### src/rtl/spgd_adc_accum_pkg.sv
// Shared encodings and constants for the SPGD ADC accumulator.
// ACC_STATE values are decoded by the sequencing FSM and GPIO readback.
package spgd_pkg;

   localparam int ADC_WIDTH_DEF = 14;

   typedef enum logic [1:0] {
      ACC_IDLE   = 2'd0,
      ACC_SETTLE = 2'd1,
      ACC_ACCUM  = 2'd2,
      ACC_DONE   = 2'd3
   } acc_state_e;

   localparam logic signed [ADC_WIDTH_DEF-1:0] FS_POS_DEF =
      {1'b0, {(ADC_WIDTH_DEF-1){1'b1}}};
   localparam logic signed [ADC_WIDTH_DEF-1:0] FS_NEG_DEF =
      {1'b1, {(ADC_WIDTH_DEF-1){1'b0}}};

endpackage

### src/rtl/spgd_adc_accum_if.sv
// ADC sample stream in, measurement result out.
// master = sequencing FSM side, slave = accumulator.
interface spgd_adc_accum_if #(
   parameter int ADC_WIDTH = 14,
   parameter int LOG2_N    = 6
);

   logic                                ADC_EN;
   logic                                ADC_VALID;
   logic signed [ADC_WIDTH-1:0]         ADC_DATA;
   logic                                ADC_DONE;
   logic signed [ADC_WIDTH+LOG2_N-1:0]  J_SUM;
   logic signed [ADC_WIDTH-1:0]         J_MEAN;
   logic                                CLIP;
   logic [1:0]                          ACC_STATE;

   modport master (
      output ADC_EN, ADC_VALID, ADC_DATA,
      input  ADC_DONE, J_SUM, J_MEAN, CLIP, ACC_STATE
   );

   modport slave (
      input  ADC_EN, ADC_VALID, ADC_DATA,
      output ADC_DONE, J_SUM, J_MEAN, CLIP, ACC_STATE
   );

endinterface

### src/rtl/spgd_sample_counter.sv
// Loadable up-counter; tc flags the increment that reaches term.
// Used for both the settle count and the sample count.
module spgd_sample_counter #(
   parameter int W = 8
) (
   input  logic         clk,
   input  logic         rst,
   input  logic         load,
   input  logic [W-1:0] load_val,
   input  logic         inc,
   input  logic [W-1:0] term,
   output logic         tc
);

   logic [W-1:0] cnt;
   logic [W-1:0] cnt_nxt;

   assign cnt_nxt = cnt + W'(1);
   assign tc      = inc && (cnt_nxt == term);

   always_ff @(posedge clk) begin
      if (rst)
         cnt <= '0;
      else if (load)
         cnt <= load_val;
      else if (inc)
         cnt <= cnt_nxt;
   end

endmodule

### src/rtl/spgd_adc_accum.sv
// ADC metric accumulator: settle, sum 2^LOG2_N samples, hold J until
// the sequencing FSM drops ADC_EN.
module spgd_adc_accum
   import spgd_pkg::*;
#(
   parameter int ADC_WIDTH    = ADC_WIDTH_DEF,
   parameter int LOG2_N       = 6,
   parameter int SETTLE       = 4,
   parameter int SETTLE_WIDTH = 8
) (
   input  logic               ADC_CLK,
   input  logic               RST,
   spgd_adc_accum_if.slave    bus
);

   localparam int AW = ADC_WIDTH + LOG2_N;
   localparam int CW = LOG2_N + 1;

   localparam logic signed [ADC_WIDTH-1:0] FS_POS =
      {1'b0, {(ADC_WIDTH-1){1'b1}}};
   localparam logic signed [ADC_WIDTH-1:0] FS_NEG =
      {1'b1, {(ADC_WIDTH-1){1'b0}}};

   localparam logic [CW-1:0] N_TERM = CW'(1) << LOG2_N;
   localparam logic [SETTLE_WIDTH-1:0] S_TERM =
      SETTLE_WIDTH'(SETTLE);

   acc_state_e                  state;
   logic signed [AW-1:0]        acc;
   logic                        clip_q;
   logic                        done_q;
   logic signed [AW-1:0]        j_sum_q;
   logic signed [ADC_WIDTH-1:0] j_mean_q;
   logic                        clip_o;

   logic                        en;
   logic                        vld;
   logic signed [ADC_WIDTH-1:0] din;
   logic signed [AW-1:0]        smp;
   logic signed [AW-1:0]        sum;
   logic signed [ADC_WIDTH-1:0] mean;
   logic                        smp_clip;
   logic                        cnt_load;
   logic                        st_inc;
   logic                        st_tc;
   logic                        n_inc;
   logic                        n_tc;

   assign en       = bus.ADC_EN;
   assign vld      = bus.ADC_VALID;
   assign din      = bus.ADC_DATA;
   assign smp      = AW'(din);
   assign sum      = acc + smp;
   assign mean     = ADC_WIDTH'(sum >>> LOG2_N);
   assign smp_clip = (din == FS_POS) || (din == FS_NEG);

   assign cnt_load = (state == ACC_IDLE);
   assign st_inc   = (state == ACC_SETTLE) && en && vld;
   assign n_inc    = (state == ACC_ACCUM) && en && vld;

   spgd_sample_counter #(.W(SETTLE_WIDTH)) u_settle_cnt (
      .clk      (ADC_CLK),
      .rst      (RST),
      .load     (cnt_load),
      .load_val ('0),
      .inc      (st_inc),
      .term     (S_TERM),
      .tc       (st_tc)
   );

   spgd_sample_counter #(.W(CW)) u_sample_cnt (
      .clk      (ADC_CLK),
      .rst      (RST),
      .load     (cnt_load),
      .load_val ('0),
      .inc      (n_inc),
      .term     (N_TERM),
      .tc       (n_tc)
   );

   always_ff @(posedge ADC_CLK) begin
      if (RST) begin
         state    <= ACC_IDLE;
         acc      <= '0;
         clip_q   <= 1'b0;
         done_q   <= 1'b0;
         j_sum_q  <= '0;
         j_mean_q <= '0;
         clip_o   <= 1'b0;
      end else begin
         unique case (state)
            ACC_IDLE: begin
               acc    <= '0;
               clip_q <= 1'b0;
               done_q <= 1'b0;
               if (en)
                  state <= (SETTLE == 0) ? ACC_ACCUM : ACC_SETTLE;
            end
            ACC_SETTLE: begin
               if (!en)
                  state <= ACC_IDLE;
               else if (st_tc)
                  state <= ACC_ACCUM;
            end
            ACC_ACCUM: begin
               if (!en) begin
                  state <= ACC_IDLE;
               end else if (n_tc) begin
                  j_sum_q  <= sum;
                  j_mean_q <= mean;
                  clip_o   <= clip_q | smp_clip;
                  done_q   <= 1'b1;
                  state    <= ACC_DONE;
               end else if (vld) begin
                  acc    <= sum;
                  clip_q <= clip_q | smp_clip;
               end
            end
            ACC_DONE: begin
               // results stay frozen until the FSM releases ADC_EN
               if (!en) begin
                  done_q <= 1'b0;
                  state  <= ACC_IDLE;
               end
            end
            default: state <= ACC_IDLE;
         endcase
      end
   end

   assign bus.ADC_DONE  = done_q;
   assign bus.J_SUM     = j_sum_q;
   assign bus.J_MEAN    = j_mean_q;
   assign bus.CLIP      = clip_o;
   assign bus.ACC_STATE = state;

endmodule
### src/flat_wrapper.sv
// flat-port wrapper written by rule: the top's interface ports become plain ports
module spgd_adc_accum_flat import spgd_pkg::*;
#(
   parameter int ADC_WIDTH    = ADC_WIDTH_DEF,
   parameter int LOG2_N       = 6,
   parameter int SETTLE       = 4,
   parameter int SETTLE_WIDTH = 8
)
  (ADC_CLK, RST, bus_ADC_EN, bus_ADC_VALID, bus_ADC_DATA, bus_ADC_DONE, bus_J_SUM, bus_J_MEAN, bus_CLIP, bus_ACC_STATE);
  spgd_adc_accum_if #(.ADC_WIDTH(ADC_WIDTH), .LOG2_N(LOG2_N)) bus_i ();
  input  logic ADC_CLK;
  input  logic RST;
  input wire logic [$bits(bus_i.ADC_EN)-1:0] bus_ADC_EN;
  input wire logic [$bits(bus_i.ADC_VALID)-1:0] bus_ADC_VALID;
  input wire logic [$bits(bus_i.ADC_DATA)-1:0] bus_ADC_DATA;
  output wire logic [$bits(bus_i.ADC_DONE)-1:0] bus_ADC_DONE;
  output wire logic [$bits(bus_i.J_SUM)-1:0] bus_J_SUM;
  output wire logic [$bits(bus_i.J_MEAN)-1:0] bus_J_MEAN;
  output wire logic [$bits(bus_i.CLIP)-1:0] bus_CLIP;
  output wire logic [$bits(bus_i.ACC_STATE)-1:0] bus_ACC_STATE;
  assign bus_i.ADC_EN = bus_ADC_EN;
  assign bus_i.ADC_VALID = bus_ADC_VALID;
  assign bus_i.ADC_DATA = bus_ADC_DATA;
  assign bus_ADC_DONE = bus_i.ADC_DONE;
  assign bus_J_SUM = bus_i.J_SUM;
  assign bus_J_MEAN = bus_i.J_MEAN;
  assign bus_CLIP = bus_i.CLIP;
  assign bus_ACC_STATE = bus_i.ACC_STATE;
  spgd_adc_accum #(.ADC_WIDTH(ADC_WIDTH), .LOG2_N(LOG2_N), .SETTLE(SETTLE), .SETTLE_WIDTH(SETTLE_WIDTH)) u_core (.ADC_CLK(ADC_CLK), .RST(RST), .bus(bus_i));
endmodule
### config.mk
export PLATFORM = sky130hd
export DESIGN_NAME = spgd_adc_accum_flat
export DESIGN_NICKNAME = d
export VERILOG_FILES = /design/src/rtl/spgd_adc_accum_pkg.sv /design/src/rtl/spgd_adc_accum_if.sv /design/src/rtl/spgd_sample_counter.sv /design/src/rtl/spgd_adc_accum.sv /design/src/flat_wrapper.sv
export SDC_FILE = /design/constraint.sdc
export NUM_CORES = 1
export LEC_CHECK = 0
export CORE_ASPECT_RATIO = 0.9
export CORE_UTILIZATION = 57
export DETAILED_ROUTE_END_ITERATION = 10
export DONT_BUFFER_PORTS = 1
export PLACE_DENSITY_LB_ADDON = 0.3
export RECOVER_POWER = 50
export SYNTH_ARGS = -nofsm -noshare
export SYNTH_HDL_FRONTEND = slang
export SYNTH_SLANG_ARGS = --single-unit
### constraint.sdc
create_clock -name ADC_CLK -period 2.5 [get_ports ADC_CLK]
set_clock_uncertainty 0.1 [all_clocks]
set_input_delay 0.125 -clock ADC_CLK [delete_from_list [all_inputs] [get_ports ADC_CLK]]
set_output_delay 0.125 -clock ADC_CLK [all_outputs]
set_load 0.05 [all_outputs]
; Yosys cells after proc, flatten, opt, wreduce, memory -nomap -nowiden
; Cells that the tools add are included.
[totals]
out_inout_bits = 38
input_bits = 18
elab_cells = 62
ff_bits = 74
[op_classes]
eq_ne = 15
add_sub_neg = 3
mux = 19
bitwise = 1
n_reduce_logical = 15
[op_table]
columns = cell, n
row1 = 20-bit two-way mux, 3
row2 = 20-bit one-hot mux with 2 select lines, 1
row3 = 14-bit equality test (second input constant), 2
row4 = 20-bit by 14-bit adder with 20-bit output, 1
row5 = 2-bit two-way mux, 6
row6 = 4-bit AND reduction, 3
row7 = 2-bit inequality test (second input constant), 5
row8 = 8-bit by 1-bit adder with 8-bit output (second input constant), 1
row9 = 8-bit by 3-bit equality test with 1-bit output (second input constant), 1
row10 = 2-bit one-hot mux with 4 select lines, 1
row11 = 7-bit by 1-bit adder with 7-bit output (second input constant), 1
row12 = 7-bit equality test (second input constant), 1
row13 = 1-bit logical AND, 6
row14 = 1-bit two-way mux, 6
row15 = 3-bit by 2-bit inequality test with 1-bit output (second input constant), 2
row16 = 2-bit equality test (second input constant), 2
row17 = 1-bit one-hot mux with 3 select lines, 1
row18 = 3-bit AND reduction, 1
row19 = 3-bit nonzero test, 1
row20 = 2-bit by 1-bit equality test with 1-bit output (second input constant), 1
row21 = 2-bit zero test, 1
row22 = 2-bit by 1-bit inequality test with 1-bit output (second input constant), 1
row23 = 1-bit one-hot mux with 2 select lines, 1
row24 = 2-bit nonzero test, 1
row25 = other kinds (3), 3

; Depth between registers and ports, before layout
; Gate-level depths: netlist of the first run.
[logic_depth]
ltp_word = 7
ltp_mapped = 10
ltp_nobuf = 10

; Cells and area by module
; Synthesis of the first run repeated with hierarchy kept, for this count alone.
[unflattened]
cells_unflattened = 503
hier_area_um2 = 4087.7
[modules_own_cells]
columns = module, n_inst, seq_area_each_um2, area_each_um2, cells_per_inst
row1 = spgd_adc_accum, 1, 900.9, 2896.5, 358
row2 = spgd_sample_counter (u_core.u_settle_cnt), 1, 160.2, 631.9, 78
row3 = spgd_sample_counter (u_core.u_sample_cnt), 1, 140.1, 559.3, 67

; Worst setup path after synthesis of the first run
; OpenSTA, ideal clock, no wires.
[synth_timing]
kind = reg2reg
startpoint = register u_core.acc[0]
endpoint = register u_core.j_mean_q[10], in the netlist u_core.bus.J_MEAN[10]
period_less_slack_ps = 2361
required_ps = 2314
t_arrival_ps = 2175
stages_incl_launch_ff = 11
setup_slack_ps = 139
setup_time_ps = 86
path_buffers = 0
path_cell_list = dfxtp_1 -> ha_1 -> inv_1 -> fa_1 -> nand2b_1 -> a2111oi_4 -> nor2_1 -> o31ai_1 -> o21ai_1 -> xor2_1 -> a211oi_1
[synth_via]
elab_chain_len = 1
[synth_rtl]
columns = item, line_no
row1 = start: declaration, spgd_adc_accum.sv:29  ; logic signed [AW-1:0] acc;
row2 = start signal: assignment, spgd_adc_accum.sv:115  ; acc <= sum;
row3 = 20-bit by 14-bit adder with 20-bit output, spgd_adc_accum.sv:53  ; assign sum = acc + smp;
row4 = end signal: assignment, spgd_adc_accum.sv:110  ; j_mean_q <= mean;
row5 = end: declaration, spgd_adc_accum.sv:33  ; logic signed [ADC_WIDTH-1:0] j_mean_q;
; Every way passes these cells.
; A chain may end at the register's enable or synchronous reset.

; Worst setup path after layout of the first run
; Same ends and word-level chain as after synthesis.

==> summary.txt, run 1 <==
Synthesis
  • Total number of yosys warnings: 0
  • Net count of the mapped netlist: approximately 440
  • Number of standard cells after synthesis: roughly 400
  • Most common cell in the netlist: dfxtp_1
  • Post-synthesis area per instance: about 8.6 sq um
  • Number of register bits inferred by synthesis: 60
  • Top post-synthesis cells by count: 60 x dfxtp_1, 54 x nand2_1, 34 x a21oi_1
  • Proportion of netlist area held by the largest area contributor: around 35%
  • Share of the yosys chip area belonging to registers: about a third
  • Cell accounting for the most synthesized area: dfxtp_1
  • Synth top area cells: dfxtp_1 35%, ha_1 7.6%, nand2_1 5.8%
  • Async set-reset flop share out of synthesis: 0%
  • Count of cell types in the netlist: 61
  • Synth Flop Type: dfxtp_1
  • Post-Synthesis Cell Area: roughly 3500 sq um
  • Number of flops mapped to enable cells by yosys: 0

STA
  • Worst slack on hold paths: -0.2608 ns
  • Period utilization: a little over nine tenths
  • Final Max Tran Viols: 0
  • Worst rel slew slack: between 10% and 20%
  • Setup slack of the critical path after layout: 0.04645 ns
  • Slew at the pin with the worst max-slew slack: 1.252 ns
  • Final hold violations: 13
  • Sum Neg Setup Slack: 0 ns
  • Timing-limited maximum frequency: approximately 0.4 GHz
  • RSZ-0062 raised after global routing: true
  • Final number of setup-violating endpoints: 0
  • Time the worst path needs with I/O delays and setup: between 2 and 2.5 ns

Flow run
  • Max cap viols: 0

GRT
  • Number of global-route vias before repair: between 3,000 and 4,000
  • Global-route wire length before repair: between 10 and 15 mm
  • Overall fraction of global-route tracks in use: between 20% and 30%
  • Antenna violations before repair: 0
  • Maximum number of pins on one net before global-route repair: 32
  • Residual overflow from global routing: 0

Die
  • Cell Rows: 26
  • Area of the die: 6401 sq um
  • Number of I/O pins: 56
  • Initial cell density of the core: between 60 and 70%
  • Die outline height: approximately 76 um
  • CORE AREA: about 5800 sq um
  • Floorplan die width: 84.23 um

Clock network
  • Clock buffer depth: 2
  • Number of buffers created by CTS: 9
  • Clock H-tree levels: 3
  • CTS Hold Bufs: 13
  • Root cell of the clock tree: clkbuf_8
  • TritonCTS clock tree: yes
  • Clock slew at the register clock pins of the worst setup and hold paths: 0.07 ns
  • Clock net sink count: 60
  • Clock latency on the worst-skew pair: roughly 0.35 ns

Final layout
  • Share of final-layout standard cells stronger than drive strength 1: around 15%
  • Antenna Cells: 0
  • Net total in the final layout: roughly 470
  • Synth-to-layout area growth: 13.60%

Worst setup path
  • Sort of element at the start of the critical path: register
  • Maximum fanout along the worst path: 3
  • Kind of critical path: register to register
  • Crit path capture type: register
  • WP data required: roughly 2.7 ns
  • Critical Path AT: between 2 and 3 ns

Drt
  • WL final: slightly below 9 mm
  • Detail-routed net length per standard cell: between 15 and 20 um
  • Count of antenna-violating nets left after detailed routing: 0
  • Count of vias placed by the detailed router: about 3,100
  • Via count normalized by instance count: approximately 6
  • DRC violations left: 8
  • Detailed router's first-iteration violation count: roughly 250
  • Initial DRT Pass Iterations: 9

Run status
  • Violated checks: DRC, hold timing
  • Status: finished, violations left

Place
  • Post-DP HPWL: slightly below 6 mm
  • Routability-driven placement congestion ratio: approximately 0.9
  • Setup slack at placement: -0.03075 ns
  • IO Port Bufs: 0

Pwr
  • IR Drop Worst-Case VDD: about 0.32 mV
  • PD cells: 484.3 nW/um^2
  • Leakage Power: approximately 1.5 nW

Min path
  • Class of the tightest hold or removal check: input port to register
## stage by stage
stage	utilization, %	std cells	total power [mW]	instance area, sq um
final	68.43	501	1.908	3940
after floorplan	-	402	1.091	3468
after global placement	61.91	470	1.112	3565
after detailed placement	61.91	470	1.113	3565
after CTS	67.32	499	1.909	3876
after global routing	68.43	501	1.963	3940
## kinds of logic after synthesis
kind of cell	after synthesis	share of synthesized area, %
compound gates	101	20.92
xor+xnor	30	7.576
fa+ha+maj	22	8.153
buf+inv	34	5.700
flops	60	34.63
mux	2	0.5772
simple gates	153	22.44
## placed cells by master (no fill, tap or decap), types with 4 or more instances in the layout
cell           synthesis  routed
dfxtp_1               60      57
nand2_1               54      53
a21oi_1               34      33
nor2_1                31      29
ha_1                  21      19
clkbuf_1               5      16
xnor2_1               15      15
xor2_1                15      14
dlygate4sd3_1          0      13
o21ai_1               11      11
a22o_1                11      11
clkbuf_8               0      11
nand4_1                9       9
inv_1                  9       8
o21ai_0                7       7
a211oi_1               8       7
nor3_1                 7       7
nand3_1                9       7
buf_4                 15       7
or3_1                  5       5
nand3b_1               4       4
nor4_1                 6       4
## cell type report
cell class / instances / area, sq um
repair buffers: 38 / 262.8
inverters: 9 / 33.78
fillers: 462 / 1818
clock buffers: 12 / 155.1
clock inverters: 4 / 23.77
flip-flops and latches: 60 / 1205
well taps: 70 / 87.58
multi-input cells: 308 / 2172
## critical path: stages (launching register included)
cell       delay (ns)
dfxtp_2          0.36
ha_4             0.14
inv_2            0.04
fa_2             0.33
nand2b_4         0.16
a2111oi_4        0.41
nor2_2           0.10
o31ai_1          0.20
o21ai_1          0.11
xor2_1           0.17
a211oi_1         0.24
## flip-flops by register name, summed over array words and instances, names as in the netlist
name and flops:
u_core.acc 20, u_core.bus.ACC_STATE 2, u_core.bus.ADC_DONE 1, u_core.bus.CLIP 1
u_core.bus.J_MEAN 14, u_core.bus.J_SUM 6, u_core.clip_q 1, u_core.u_sample_cnt.cnt 7
u_core.u_settle_cnt.cnt 8
## power by group
group | total [mW] | switching, mW | internal (mW)
logic | 0.141 | 0.0894 | 0.0514
registers | 0.963 | 0.00431 | 0.959
clock network | 0.804 | 0.394 | 0.410
total | 1.91 | 0.487 | 1.42
## what timing repair did
action	4_1_cts	5_1_grt
pin swaps	1	11
gates resized for setup	1	25
setup buffers	0	1
hold endpoints to repair	25	13
gates cloned	0	1
endpoints found under the setup margin	1	23
## final timing paths
path	end	slack [ns]	from	cells past startpoint
worst min-delay path	u_core.bus.J_MEAN[12]	-0.26	RST	1
worst max register to register	u_core.bus.J_MEAN[10]	0.05	u_core.acc[0]	10
worst min register to register	u_core.acc[16]	0.36	u_core.acc[16]	2
worst max-delay path	u_core.bus.J_MEAN[10]	0.05	u_core.acc[0]	10
## routing by layer
layer	global-route usage [%]	part of all wire [%]	vias up
li1	-	-	1482
met1	31.67	41	1471
met2	48.11	49	123
met3	8.667	7.6	22
met4	8.966	1.9	0
met5	0	0	-
Note: power is estimated with default switching activity, not from simulation.
==> inputs of run 2 (changes only) <==
--- a/config.mk
+++ b/config.mk
@@ -5,8 +5,7 @@
 export SDC_FILE = /design/constraint.sdc
 export NUM_CORES = 1
 export LEC_CHECK = 0
-export CORE_ASPECT_RATIO = 0.9
-export CORE_UTILIZATION = 57
+export CORE_UTILIZATION = 41
 export DETAILED_ROUTE_END_ITERATION = 10
 export DONT_BUFFER_PORTS = 1
 export PLACE_DENSITY_LB_ADDON = 0.3
==> summary.txt, run 2 (synthesis results as in run 1) <==
Worst setup path
  • Buffers plus inverters on the worst setup path: 3 (+2)
  • Chain of cells forming the critical path: dlygate4sd3_1, ha_4, inv_2, fa_2, nand2b_4, a2111oi_4, nor4_2, o31ai_1, xor2_1, buf_4, a22o_1
  • Family with the most delay on the worst path: compound AO/OA/AOI/OAI gates
  • Maximum fanout along the worst path: 3 (unchanged)
  • Sort of element at the start of the critical path: input port
  • Critical-path top delay cell: dlygate4sd3_1
  • Kind of critical path: input port to register
  • Crit path capture type: register
  • Largest incremental delay on the critical path: 0.58 ns (+0.17 ns)
  • WP data required: 2.63 ns (-0.02 ns)
  • Critical Path AT: 2.63 ns (+0.03 ns)

Drt
  • Via count normalized by instance count: 5.563 (-10%)
  • DRC violations left: 0 (-8)
  • WL final: 8.672 mm (-1.7%)
  • Count of antenna-violating nets left after detailed routing: 0 (unchanged)
  • Count of vias placed by the detailed router: 3,015 (-2.7%)
  • Detail-routed net length per standard cell: 16.00 um (-9.2%)
  • Initial DRT Pass Iterations: 4 (-5)
  • Detailed router's first-iteration violation count: 123 (-51%)

Die
  • Floorplan die width: 93.98 um (+12%)
  • Initial cell density of the core: 42.21% (-18 points)
  • CORE AREA: 8217 sq um (+43%)
  • Die outline height: 93.98 um (+24%)
  • Number of I/O pins: 56 (unchanged)
  • Area of the die: 8831 sq um (+38%)
  • Cell Rows: 33 (+27%)

Flow run
  • Max cap viols: 0 (unchanged)

STA
  • Timing-limited maximum frequency: 0.4008 GHz (-1.7%)
  • Final Max Tran Viols: 0 (unchanged)
  • Final hold violations: 0 (-13)
  • Time the worst path needs with I/O delays and setup: 2.495 ns (+0.04151 ns)
  • Setup slack of the critical path after layout: 0.004941 ns (-0.04151 ns)
  • Final number of setup-violating endpoints: 0 (unchanged)
  • Period utilization: 99.80% (+1.7 points)
  • Worst rel slew slack: 15.96% (-0.56 points)
  • RSZ-0062 raised after global routing: true
  • Slew at the pin with the worst max-slew slack: 1.261 ns (+0.008471 ns)
  • Sum Neg Setup Slack: 0 ns (unchanged)

GRT
  • Number of global-route vias before repair: 2,782 (-9.2%)
  • Residual overflow from global routing: 0 (unchanged)
  • Antenna violations before repair: 0 (unchanged)
  • Overall fraction of global-route tracks in use: 19.66% (-7.8 points)
  • Maximum number of pins on one net before global-route repair: 32 (unchanged)
  • Global-route wire length before repair: 13.21 mm (-5.5%)

Final layout
  • Net total in the final layout: 472 (+1.3%)
  • Most frequent cells in the layout: 58 x dfxtp_1, 54 x nand2_1, 33 x a21oi_1, 29 x nor2_1, 20 x ha_1
  • Most common cell after layout, fill and taps aside: dfxtp_1
  • Antenna Cells: 0 (unchanged)
  • Register with the highest flop count: u_core.acc
  • Flip-flop count of the largest register after layout: 20 (unchanged)
  • Synth-to-layout area growth: 17.06%
  • Share of final-layout standard cells stronger than drive strength 1: 14.87% (+0.025 points)

Clock network
  • Root cell of the clock tree: clkbuf_8
  • Number of buffers created by CTS: 9 (unchanged)
  • Clock net sink count: 60 (unchanged)
  • Clock slew at the register clock pins of the worst setup and hold paths: 0.07 ns (about the same)
  • Clock H-tree levels: 3 (unchanged)
  • Clock buffer depth: 2 (unchanged)
  • TritonCTS clock tree: yes
  • Clock latency on the worst-skew pair: 0.34 ns (about the same)

Pwr
  • Leakage Power: 1.500 nW (+3.2%)
  • PD cells: 509.4 nW/um^2 (+5.2%)
  • IR Drop Worst-Case VDD: 0.2338 mV (-27%)

Place
  • Routability-driven placement congestion ratio: 0.8865 (-3.7%)
  • Post-DP HPWL: 5.783 mm (-0.11%)
  • Setup slack at placement: -0.03462 ns (-0.003874 ns)
  • IO Port Bufs: 0 (unchanged)

Min path
  • Class of the tightest hold or removal check: input port to register

Run status
  • Status: complete, no violations
run 2: cell count changes in the layout (fill, tap and decap cells not counted), moves of 2 or more:
| cell | change |
|---|---|
| buf_4 | +7 |
| clkbuf_1 | -3 |
| bufinv_16 | +2 |
| clkbuf_8 | -2 |
| dlygate4sd3_1 | +2 |
| nand3_1 | +2 |
| nand3_2 | -2 |
run 2: repair_timing:
action | in CTS | in global routing
buffers inserted | 0 | 5
setup endpoints to repair | 3 | 12
pin swaps | 5 | 9
endpoints found under the hold margin | 25 | 13
hold buffers | 14 | 1
gates resized for setup | 3 | 17
gates cloned | 0 | 1
run 2: layout make-up:
cell class | count | area (sq um)
clock buffers | 9 | 123.9
clock inverters | 7 | 91.34
fillers | 796 | 4156
inverters | 9 | 33.78
multi-input cells | 308 | 2156
flip-flops and latches | 60 | 1204
well taps | 105 | 131.4
repair buffers | 44 | 320.3
run 2: path summary, 6_finish.rpt:
path	end	cells after the start	slack (ns)	startpoint
min reg2reg	u_core.acc[13]	2	0.36	u_core.acc[13]
min	u_core.bus.J_MEAN[9]	2	0.008	RST
max reg2reg	u_core.acc[14]	10	0.03	u_core.acc[0]
max	u_core.acc[14]	11	0.005	bus_ADC_DATA[0]
run 2: metrics by stage:
stage	util, %	total power [mW]	hold slack, ns	instance area, sq um	std cells
after detailed placement	43.92	1.113	0.09850	3608	505
after floorplan	-	1.091	0.1821	3468	402
after global routing	49.41	2.157	0.003537	4060	542
final	49.41	2.068	0.008217	4060	542
after CTS	48.36	2.084	-0.2613	3974	535
after global placement	43.92	1.112	0.09450	3608	505
run 2: power by group:
group / switching [mW] / internal, mW
sequential: 0.00200 / 0.959
clock: 0.403 / 0.557
combinational: 0.0932 / 0.0544
total: 0.498 / 1.57
run 2: metal layers:
| metal | track usage, % | wire [um] |
|---|---|---|
| met2 | 33.39 | 4191 |
| met5 | 0 | 0 |
| met1 | 22.72 | 3878 |
| met3 | 6.392 | 433 |
| met4 | 7.821 | 168 |
run 2: worst reg2reg max path: stages, from the launching register on:
cell	delay (ns)
dfxtp_2	0.36
ha_4	0.14
inv_2	0.04
fa_2	0.34
nand2b_4	0.17
a2111oi_4	0.38
nor4_2	0.08
o31ai_1	0.30
xor2_1	0.13
buf_4	0.15
a22o_1	0.18
==> inputs of run 3 (changes only) <==
--- a/config.mk
+++ b/config.mk
@@ -8,6 +8,7 @@
 export CORE_UTILIZATION = 41
 export DETAILED_ROUTE_END_ITERATION = 10
 export DONT_BUFFER_PORTS = 1
+export HOLD_SLACK_MARGIN = 0.02
 export PLACE_DENSITY_LB_ADDON = 0.3
 export RECOVER_POWER = 50
 export SYNTH_ARGS = -nofsm -noshare
==> summary.txt, run 3 (synthesis results as in run 1) <==
Die
  • Die outline height: 93.98 um (unchanged)
  • Number of I/O pins: 56 (unchanged)
  • Area of the die: 8831 sq um (unchanged)
  • Initial cell density of the core: 42.21% (unchanged)
  • Cell Rows: 33 (unchanged)
  • CORE AREA: 8217 sq um (unchanged)
  • Floorplan die width: 93.98 um (unchanged)

Final layout
  • Most common cell after layout, fill and taps aside: dfxtp_1
  • Share of final-layout standard cells stronger than drive strength 1: 14.87% (unchanged)
  • Register area: 1204 sq um (unchanged)
  • Synth-to-layout area growth: 17.06% (unchanged)
  • Antenna Cells: 0 (unchanged)
  • Area of combinational cells with multiple inputs: 2156 sq um (unchanged)
  • Most frequent cells in the layout: 58 x dfxtp_1, 54 x nand2_1, 33 x a21oi_1, 29 x nor2_1, 20 x ha_1
  • Register with the highest flop count: u_core.acc
  • Number of filler cells placed in the layout: 796 (unchanged)
  • Post-Route Utilization: 49.41% (unchanged)
  • Flip-flop count of the largest register after layout: 20 (unchanged)
  • Net total in the final layout: 472 (unchanged)

Drt
  • Detail-routed net length per standard cell: 16.01 um (about the same)
  • Via count normalized by instance count: 5.539 (-0.43%)
  • Detailed router's first-iteration violation count: 131 (+6.5%)
  • DRC violations left: 0 (unchanged)
  • Count of vias placed by the detailed router: 3,002 (-0.43%)
  • Count of antenna-violating nets left after detailed routing: 0 (unchanged)
  • WL final: 8.678 mm (about the same)
  • Initial DRT Pass Iterations: 4 (unchanged)

GRT
  • Overall fraction of global-route tracks in use: 19.66% (unchanged)
  • Maximum number of pins on one net before global-route repair: 32 (unchanged)
  • Antenna violations before repair: 0 (unchanged)
  • Residual overflow from global routing: 0 (unchanged)
  • Number of global-route vias before repair: 2,782 (unchanged)
  • Global-route wire length before repair: 13.21 mm (unchanged)

Clock network
  • Number of buffers created by CTS: 9 (unchanged)
  • Root cell of the clock tree: clkbuf_8
  • Clock latency on the worst-skew pair: 0.34 ns (about the same)
  • Clock net sink count: 60 (unchanged)
  • TritonCTS clock tree: yes
  • Clock buffer depth: 2 (unchanged)
  • Clock H-tree levels: 3 (unchanged)
  • Clock slew at the register clock pins of the worst setup and hold paths: 0.07 ns (about the same)

Worst setup path
  • Crit path capture type: register
  • R2r worst-path depth: 10 (unchanged)
  • WP data required: 2.63 ns (about the same)
  • Reg-to-Reg Start: u_core.acc[0]
  • Sort of element at the start of the critical path: input port
  • Kind of critical path: input port to register
  • Destination of the worst register-to-register timing path: u_core.acc[14]
  • Maximum fanout along the worst path: 3 (unchanged)
  • Critical Path AT: 2.63 ns (about the same)
  • R2R setup slack: 0.03 ns (about the same)

Place
  • IO Port Bufs: 0 (unchanged)
  • Post-DP HPWL: 5.783 mm (unchanged)
  • Routability-driven placement congestion ratio: 0.8865 (unchanged)
  • Setup slack at placement: -0.03462 ns (unchanged)

STA
  • Worst slack on hold paths: 0.008601 ns (+0.0003837 ns)
  • Worst rel slew slack: 15.58% (-0.38 points)
  • RSZ-0062 raised after global routing: true
  • Time the worst path needs with I/O delays and setup: 2.493 ns (-0.001665 ns)
  • Timing-limited maximum frequency: 0.4011 GHz (about the same)
  • Setup slack of the critical path after layout: 0.006606 ns (+0.001665 ns)
  • Slew at the pin with the worst max-slew slack: 1.266 ns (+0.005639 ns)
  • Final Max Tran Viols: 0 (unchanged)
  • Period utilization: 99.74% (about the same)
  • Final number of setup-violating endpoints: 0 (unchanged)
  • Final hold violations: 0 (unchanged)

Min path
  • Worst hold stages: 2 (unchanged)
  • Worst Hold Path EP: u_core.bus.J_MEAN[9]
  • Class of the tightest hold or removal check: input port to register
  • Start point of the worst min-delay path: RST

Pwr
  • PD cells: 509.4 nW/um^2 (about the same)
  • Leakage Power: 1.500 nW (unchanged)
  • IR Drop Worst-Case VDD: 0.2338 mV (about the same)
  • PnR Total Power: 2.068 mW (about the same)

Run status
  • Status: complete, no violations

Flow run
  • Max cap viols: 0 (unchanged)
-- run 3: cell counts in the layout (fill, tap and decap cells not counted) --
Identical to the previous run, type by type.
-- run 3: report_power, final --
group	switching [mW]	total [mW]	leakage, nW	internal (mW)
clock	0.402	0.960	0.109	0.557
sequential	0.00201	0.961	0.484	0.959
combinational	0.0937	0.148	0.907	0.0544
total	0.498	2.07	1.50	1.57
-- run 3: final cells by class --
class | count | share of cell area [%]
Inverter | 9 | 0.8321
Clock inverter | 7 | 2.250
Clock buffer | 9 | 3.051
Tap cell | 105 | 3.236
Multi-Input combinational cell | 308 | 53.10
Timing Repair Buffer | 44 | 7.889
Sequential cell | 60 | 29.65
-- run 3: timing repair --
action / in CTS / in global routing
endpoints found under the hold margin: 25 / 14
gates cloned: 0 / 1
hold buffers: 14 / 1
setup buffers: 0 / 5
endpoints found under the setup margin: 3 / 12
gates resized for setup: 3 / 17
pin swaps: 5 / 9
-- run 3: per-layer routing --
| layer | up-vias | track usage [%] | wire length, um |
|---|---|---|---|
| met5 | - | 0 | 0 |
| met4 | 0 | 7.821 | 168 |
| met3 | 13 | 6.392 | 443 |
| met2 | 71 | 33.39 | 4188 |
| met1 | 1421 | 22.72 | 3878 |
| li1 | 1497 | - | - |
-- run 3: worst max-delay path by stage --
stage                    start                     to  cells past startpoint
3_3_place_gp     u_core.acc[0]  u_core.bus.J_MEAN[10]                     10
2_1_floorplan    u_core.acc[0]  u_core.bus.J_MEAN[10]                     10
3_5_place_dp     u_core.acc[0]  u_core.bus.J_MEAN[12]                     10
4_1_cts          u_core.acc[0]  u_core.bus.J_MEAN[12]                     10
6_report       bus_ADC_DATA[0]         u_core.acc[14]                     11
5_1_grt          u_core.acc[0]   u_core.bus.J_MEAN[8]                     10
-- run 3: metrics by stage --
step	TNS (ns)	instance area (sq um)	instances
5_1_grt	-0.2477	4060	542
6_report	0	4060	542
4_1_cts	0	3974	535
3_3_place_gp	0	3608	505
2_1_floorplan	0	3468	402
3_5_place_dp	-0.05057	3608	505
-- run 3: worst max-delay path: stages --
cell and delay (ns):
dlygate4sd3_1 0.58, ha_4 0.15, inv_2 0.04, fa_2 0.33, nand2b_4 0.17, a2111oi_4 0.38
nor4_2 0.08, o31ai_1 0.30, xor2_1 0.13, buf_4 0.15, a22o_1 0.18
